===== src/rtl/toy_fetch_credit_mgr.sv =====
// Halfword credit manager between fetch request generator and instruction buffer.
// Optional sticky error tracking is enabled by defining TOY_FETCH_CREDIT_ERR_EN.
module toy_fetch_credit_mgr #(
    parameter int unsigned DEPTH_HW   = 128,
    parameter int unsigned LINE_HW    = 8,
    parameter int unsigned RD_CH      = 4,
    parameter int unsigned MAX_OUT    = 4,
    parameter int unsigned ADDR_WIDTH = 32,
    parameter int unsigned INST_WIDTH = 32
) (
    input  logic                              clk,
    input  logic                              rst_n,
    input  logic                              clear,
    output logic                              req_vld,
    input  logic                              req_rdy,
    input  logic [ADDR_WIDTH-1:0]             fetch_addr,
    input  logic                              resp_vld,
    output logic                              resp_drop,
    input  logic [RD_CH-1:0]                  ack_vld,
    input  logic [RD_CH-1:0]                  ack_rdy,
    input  logic [RD_CH*INST_WIDTH-1:0]       ack_pld,
    output logic [$clog2(DEPTH_HW):0]         credit_free,
    output logic [$clog2(MAX_OUT):0]          out_cnt,
    output logic                              err
);

    localparam int unsigned CW = $clog2(DEPTH_HW) + 1;
    localparam int unsigned AW = CW + 1;
    localparam int unsigned OW = $clog2(MAX_OUT) + 1;
    localparam int unsigned LB = $clog2(LINE_HW);

    logic [CW-1:0] cnt_q, cnt_n;
    logic [OW-1:0] out_q, out_n;
    logic [OW-1:0] drop_q, drop_n;
    logic [LB-1:0] off;
    logic [AW-1:0] req_hw;
    logic [AW-1:0] sub;
    logic [AW-1:0] sum;
    logic [AW-1:0] diff;
    logic          issue;
    logic          cnt_err;
    logic          out_err;
    logic          unused_bits;

    // Request size: remainder of the line from the halfword offset.
    assign off    = fetch_addr[LB:1];
    assign req_hw = AW'(LINE_HW) - AW'(off);

    assign credit_free = CW'(DEPTH_HW) - cnt_q;
    assign out_cnt     = out_q;
    assign req_vld     = rst_n & ~clear & (AW'(credit_free) >= req_hw)
                         & (out_q < OW'(MAX_OUT));
    assign issue       = req_vld & req_rdy;
    assign resp_drop   = resp_vld & (drop_q != '0);

    // Halfwords released by all firing consume channels (32-bit insts take two).
    always_comb begin
        sub = '0;
        for (int unsigned i = 0; i < RD_CH; i++) begin
            if (ack_vld[i] && ack_rdy[i]) begin
                sub = sub + ((ack_pld[i*INST_WIDTH +: 2] == 2'b11) ? AW'(2) : AW'(1));
            end
        end
    end

    // Next-state for credit, outstanding and stale-response counters.
    always_comb begin
        cnt_n   = cnt_q;
        out_n   = out_q;
        drop_n  = drop_q;
        cnt_err = 1'b0;
        out_err = 1'b0;
        sum     = AW'(cnt_q) + (issue ? req_hw : AW'(0));
        diff    = sum - sub;

        if (clear) begin
            cnt_n = '0;
        end else if (sub > sum) begin
            cnt_n   = '0;
            cnt_err = 1'b1;
        end else if (diff > AW'(DEPTH_HW)) begin
            cnt_n   = CW'(DEPTH_HW);
            cnt_err = 1'b1;
        end else begin
            cnt_n = CW'(diff);
        end

        if (resp_vld && (out_q == '0)) begin
            out_err = 1'b1;
        end
        if (issue && !resp_vld) begin
            out_n = out_q + OW'(1);
        end else if (!issue && resp_vld && (out_q != '0)) begin
            out_n = out_q - OW'(1);
        end

        // On flush every request still in flight after this cycle turns stale.
        if (clear) begin
            drop_n = out_n;
        end else if (resp_drop) begin
            drop_n = drop_q - OW'(1);
        end
    end

    always_ff @(posedge clk or negedge rst_n) begin
        if (!rst_n) begin
            cnt_q  <= '0;
            out_q  <= '0;
            drop_q <= '0;
        end else begin
            cnt_q  <= cnt_n;
            out_q  <= out_n;
            drop_q <= drop_n;
        end
    end

`ifdef TOY_FETCH_CREDIT_ERR_EN
    logic err_q;

    // Sticky; only reset clears it, flush does not.
    always_ff @(posedge clk or negedge rst_n) begin
        if (!rst_n) begin
            err_q <= 1'b0;
        end else begin
            err_q <= err_q | cnt_err | out_err;
        end
    end

    assign err         = err_q;
    assign unused_bits = ^{fetch_addr, ack_pld};
`else
    assign err         = 1'b0;
    assign unused_bits = ^{fetch_addr, ack_pld, cnt_err, out_err};
`endif

endmodule

===== config.mk =====
export PLATFORM = sky130hd
export DESIGN_NAME = toy_fetch_credit_mgr
export DESIGN_NICKNAME = d
export VERILOG_FILES = /design/src/rtl/toy_fetch_credit_mgr.sv
export SDC_FILE = /design/constraint.sdc
export NUM_CORES = 1
export LEC_CHECK = 0
export CAP_MARGIN = 40
export CORE_MARGIN = 2
export CORE_UTILIZATION = 31
export CTS_BUF_LIST = sky130_fd_sc_hd__clkbuf_8 sky130_fd_sc_hd__clkbuf_16
export CTS_CLUSTER_SIZE = 40
export DETAILED_ROUTE_END_ITERATION = 6
export PLACE_DENSITY = 0.81
export REMOVE_ABC_BUFFERS = 1
export SKIP_CTS_REPAIR_TIMING = 1
export SYNTH_ARGS = -nofsm -noshare
export SYNTH_HDL_FRONTEND = slang
export SYNTH_SLANG_ARGS = --single-unit

===== constraint.sdc =====
create_clock -name clk -period 7.1 [get_ports clk]
set_clock_uncertainty 0.05 [all_clocks]
set_input_delay 1.42 -clock clk [delete_from_list [all_inputs] [get_ports clk]]
set_output_delay 1.42 -clock clk [all_outputs]
set_load 0.02 [all_outputs]

==> summary.md <==
| Metric | Value |
|---|---|
| Post-Synthesis Cells | `245` |
| Pins Over Slew Limit | `0` |
| Port buffer count | `36` |
| Final hold vios | `0` |
| Max Freq | `approximately 0.15 GHz` |
| Die Wd | `between 80 and 90 um` |
| Cell count after placement | `357` |
| XOR/XNOR Fraction of Synth Area | `11.29%` |
| Detailed Route Iter0 Violations | `94` |
| Mux share of post-synthesis cell area | `3.182%` |
| Post-route DRC | `0` |
| Root Buffer | `clkbuf_8` |
| Die Area | `7129 um^2` |
| Minimum clock period | `6.515 ns` |
| CP Data Arrival Time | `roughly 6.6 ns` |
| Via Count | `1900` |
| Peak supply drop | `0.3748 mV` |
| Nets@finish | `488` |
| Max Cap Viol | `0` |
| Asr flop ratio synth | `100.0%` |
| Commonest cells in the netlist | `27 x inv_1, 25 x ha_1, 20 x nand2_1, 20 x nor2_1, 15 x xnor2_1` |
| Synth Cell Area | `2006 um^2` |
| Largest family of logic cells by synthesized area | `compound AO/OA/AOI/OAI gates` |
| # rows | `29` |
| Clk Latency, worst-skew pair | `0.26 ns` |
| Hold Path Sink | `drop_q[2]$_DFFE_PN0P_` |
| Final TNS setup | `0 ns` |
| Core area | `6314 um^2` |
| Cell variety after synth | `54` |
| Total internal power | `665.5 uW` |
| All-Layer GR Usage | `around 14%` |
| Fin util | `between 30% and 40%` |
| Status | `complete, no violations` |
| CTS tree | `yes` |
| Number of synthesized flops with an enable pin | `0` |
| Slew @ Worst Pin | `0.6051 ns` |
| Non-Filler Instances | `361` |
| CP max stage cell | `fa_1` |
| Pre-antenna DRT Iters | `4` |
| Hold WC Path Type | `flip-flop to flip-flop` |
| Register area share after synthesis | `between 10% and 20%` |
| CP Data Required Time | `7.21 ns` |
| Logic pwr share | `80.2%` |
| Worst r2r path cells | `19` |
| Power Density | `533.8 nW/um^2` |
| Routed Antenna Nets | `0` |
| Detailed Route WL | `between 4 and 5 mm` |
| Final WS setup | `0.5845 ns` |
| Total gr overflow | `0` |
| Worst hold stages | `3` |
| Worst rel slew slack | `59.66%` |
| Ys flop type | `dfrtp_1` |
| Most used cell along the critical path | `fa_1` |
| I/O pins | `187` |
| Tcrit/Tclk final | `91.77%` |
| Crit-path cells | `clkdlybuf4s50_1 -> nand2_1 -> a21oi_1 -> ha_1 -> fa_1 -> mux2i_1 -> fa_1 -> mux2i_1 -> inv_1 -> fa_1 -> nor2_1 -> a21oi_1 -> fa_1 -> a211oi_1 -> nor2_1 -> xor2_1 -> a2111oi_0 -> o22ai_1 -> nor3_1` |
| Sink Count | `14` |
| Simple-Gate Fraction of Synth Area | `20.02%` |
| Starting density of the core | `31.77%` |
| Max stage delay on crit path | `roughly 0.47 ns` |
| Compound-cell area share of the yosys netlist | `20.59%` |
| Largest net degree at the start of global routing | `17` |
| Synthesized area per cell | `between 8 and 9 um^2` |
| R2r setup slk | `1.74 ns` |
| Worst Min Path Start | `drop_q[2]$_DFFE_PN0P_` |
| R2R Path End | `cnt_q[1]$_DFF_PN0_` |
| Clock Power Share | `under 10%` |
| Sequential share of power | `between 10% and 20%` |
| Pre-CTS WS | `0.3142 ns` |
| Initial antenna violation count | `0` |
| Via density | `5.263` |
| Endpoint class of the critical path | `flip-flop` |
| Most frequent cell after synthesis | `inv_1` |
| Startpoint Class | `input pin` |
| Yosys reg bits | `14` |
| Synth Area in Adders | `20.59%` |
| FF-to-FF Start | `cnt_q[0]$_DFF_PN0_` |
| Proportion of layout cells with a drive suffix above 1 | `under 10%` |
| Vias in the first global route | `about 1900` |
| Max Buffers Root-to-Sink | `2` |
| Share of the synthesized area in the top cell type | `17.47%` |
| Sw Share | `50.57%` |
| Critical Path Fanout Max | `7` |
| CTS buffer count | `3` |
| Switch Pwr | `680.9 uW` |
| Clock slew at reported path FFs | `0.06 ns` |
| Final setup viols | `0` |
| Die Y | `around 84 um` |
| H-Tree Depth | `1` |
| Synth area leader | `dfrtp_1` |
| Synth warnings | `0` |
| Leak | `1.180 nW` |
| Area contributors post-synth | `dfrtp_1 17%, ha_1 16%, xnor2_1 6.6%` |
| Gpl congestion | `0.8934` |
| WL/cell | `between 10 and 15 um` |
| First-pass GRT wire length | `8.273 mm` |
| Synth-to-Final Area Change | `25.76%` |
| Hpwl dp | `~4 mm` |
| Unrepaired setup endpoints after global routing | `no` |
| Crit Path Category | `input pin to flip-flop` |
| Ant diodes | `0` |
-- layer usage --
layer | part of all wire, % | wire [um] | track usage, % | vias to the layer above
li1 | - | - | - | 959
met1 | 46 | 2199 | 18.50 | 893
met2 | 48 | 2302 | 23.67 | 41
met3 | 5.1 | 243 | 2.557 | 7
met4 | 0.75 | 36 | 2.453 | 0
met5 | 0 | 0 | 0 | -
-- power by group through the flow --
stage | Sequential [mW] | Clock (mW) | Combinational, mW
global route | 0.193 | 0.0868 | 1.19
CTS | 0.184 | 0.0835 | 1.08
floorplan | 0.179 | 0 | 0.725
finish | 0.184 | 0.0825 | 1.08
detailed placement | 0.184 | 0 | 1.07
global placement | 0.184 | 0 | 1.04
-- worst max path at each step --
stage               cells after the start          start            endpoint
finish                                 19     ack_rdy[0]  cnt_q[1]$_DFF_PN0_
global route                           19     ack_vld[0]  cnt_q[6]$_DFF_PN0_
CTS                                    19     ack_rdy[0]  cnt_q[1]$_DFF_PN0_
detailed placement                     19     ack_rdy[0]  cnt_q[1]$_DFF_PN0_
global placement                       18  fetch_addr[1]  cnt_q[5]$_DFF_PN0_
floorplan                              20  fetch_addr[1]  cnt_q[6]$_DFF_PN0_
-- final cells by class --
cell class                      count  area, um^2
Fill cell                         638        3791
Multi-Input combinational cell    198        1521
Timing Repair Buffer               41       397.9
Sequential cell                    14       350.3
Inverter                           27       101.3
Tap cell                           77       96.34
Clock buffer                        4       55.05
-- metrics by stage --
stage | total power [mW] | hold slack [ns] | instance area, um^2
global placement | 1.226 | 0.5911 | 2467
finish | 1.346 | 0.6031 | 2522
detailed placement | 1.258 | 0.5981 | 2467
CTS | 1.348 | 0.6126 | 2522
global route | 1.473 | 0.6678 | 2522
floorplan | 0.9034 | 0.5533 | 1973
-- sequential cells by signal, summed over array words and instances, names as in the netlist --
name / flops
drop_q: 3
out_cnt: 3
cnt_q: 8
-- worst max-delay path, delay by kind of cell --
kind            cells  cell delay (ns)
compound gates      5             1.28
xor+xnor            1             0.18
fa+ha+maj           5             2.00
buf+inv             2             0.57
mux                 2             0.56
simple gates        4             0.60
-- cell families (layout without fill, tap and decap cells) --
logic type               after synthesis  count (layout)
XOR/XNOR                              25              25
AO/OA/AOI/OAI                         56              56
other                                  1               1
flip-flops                            14              14
multiplexers                           6               6
AND/OR/NAND/NOR                       80              80
buffers and inverters                 33              72
adder cells (fa/ha/maj)               30              30
-- layout by cell type (no fill, tap or decap), types with 3 or more instances in the layout --
cell type and instances:
nor2_1 20, inv_1 27, ha_1 25, mux2_2 3, o21ai_0 5, o221ai_1 3, a21oi_1 11, nor2b_1 3
fa_1 5, o211ai_1 4, xor2_1 9, a211oi_1 3, nand2_1 20, nor3_1 13, dfrtp_1 14, a21o_1 7
xnor2_1 15, buf_4 5, clkbuf_8 4, clkdlybuf4s50_1 36, nand3_1 6, mux2i_1 3
(Power assumes the default switching activity.)
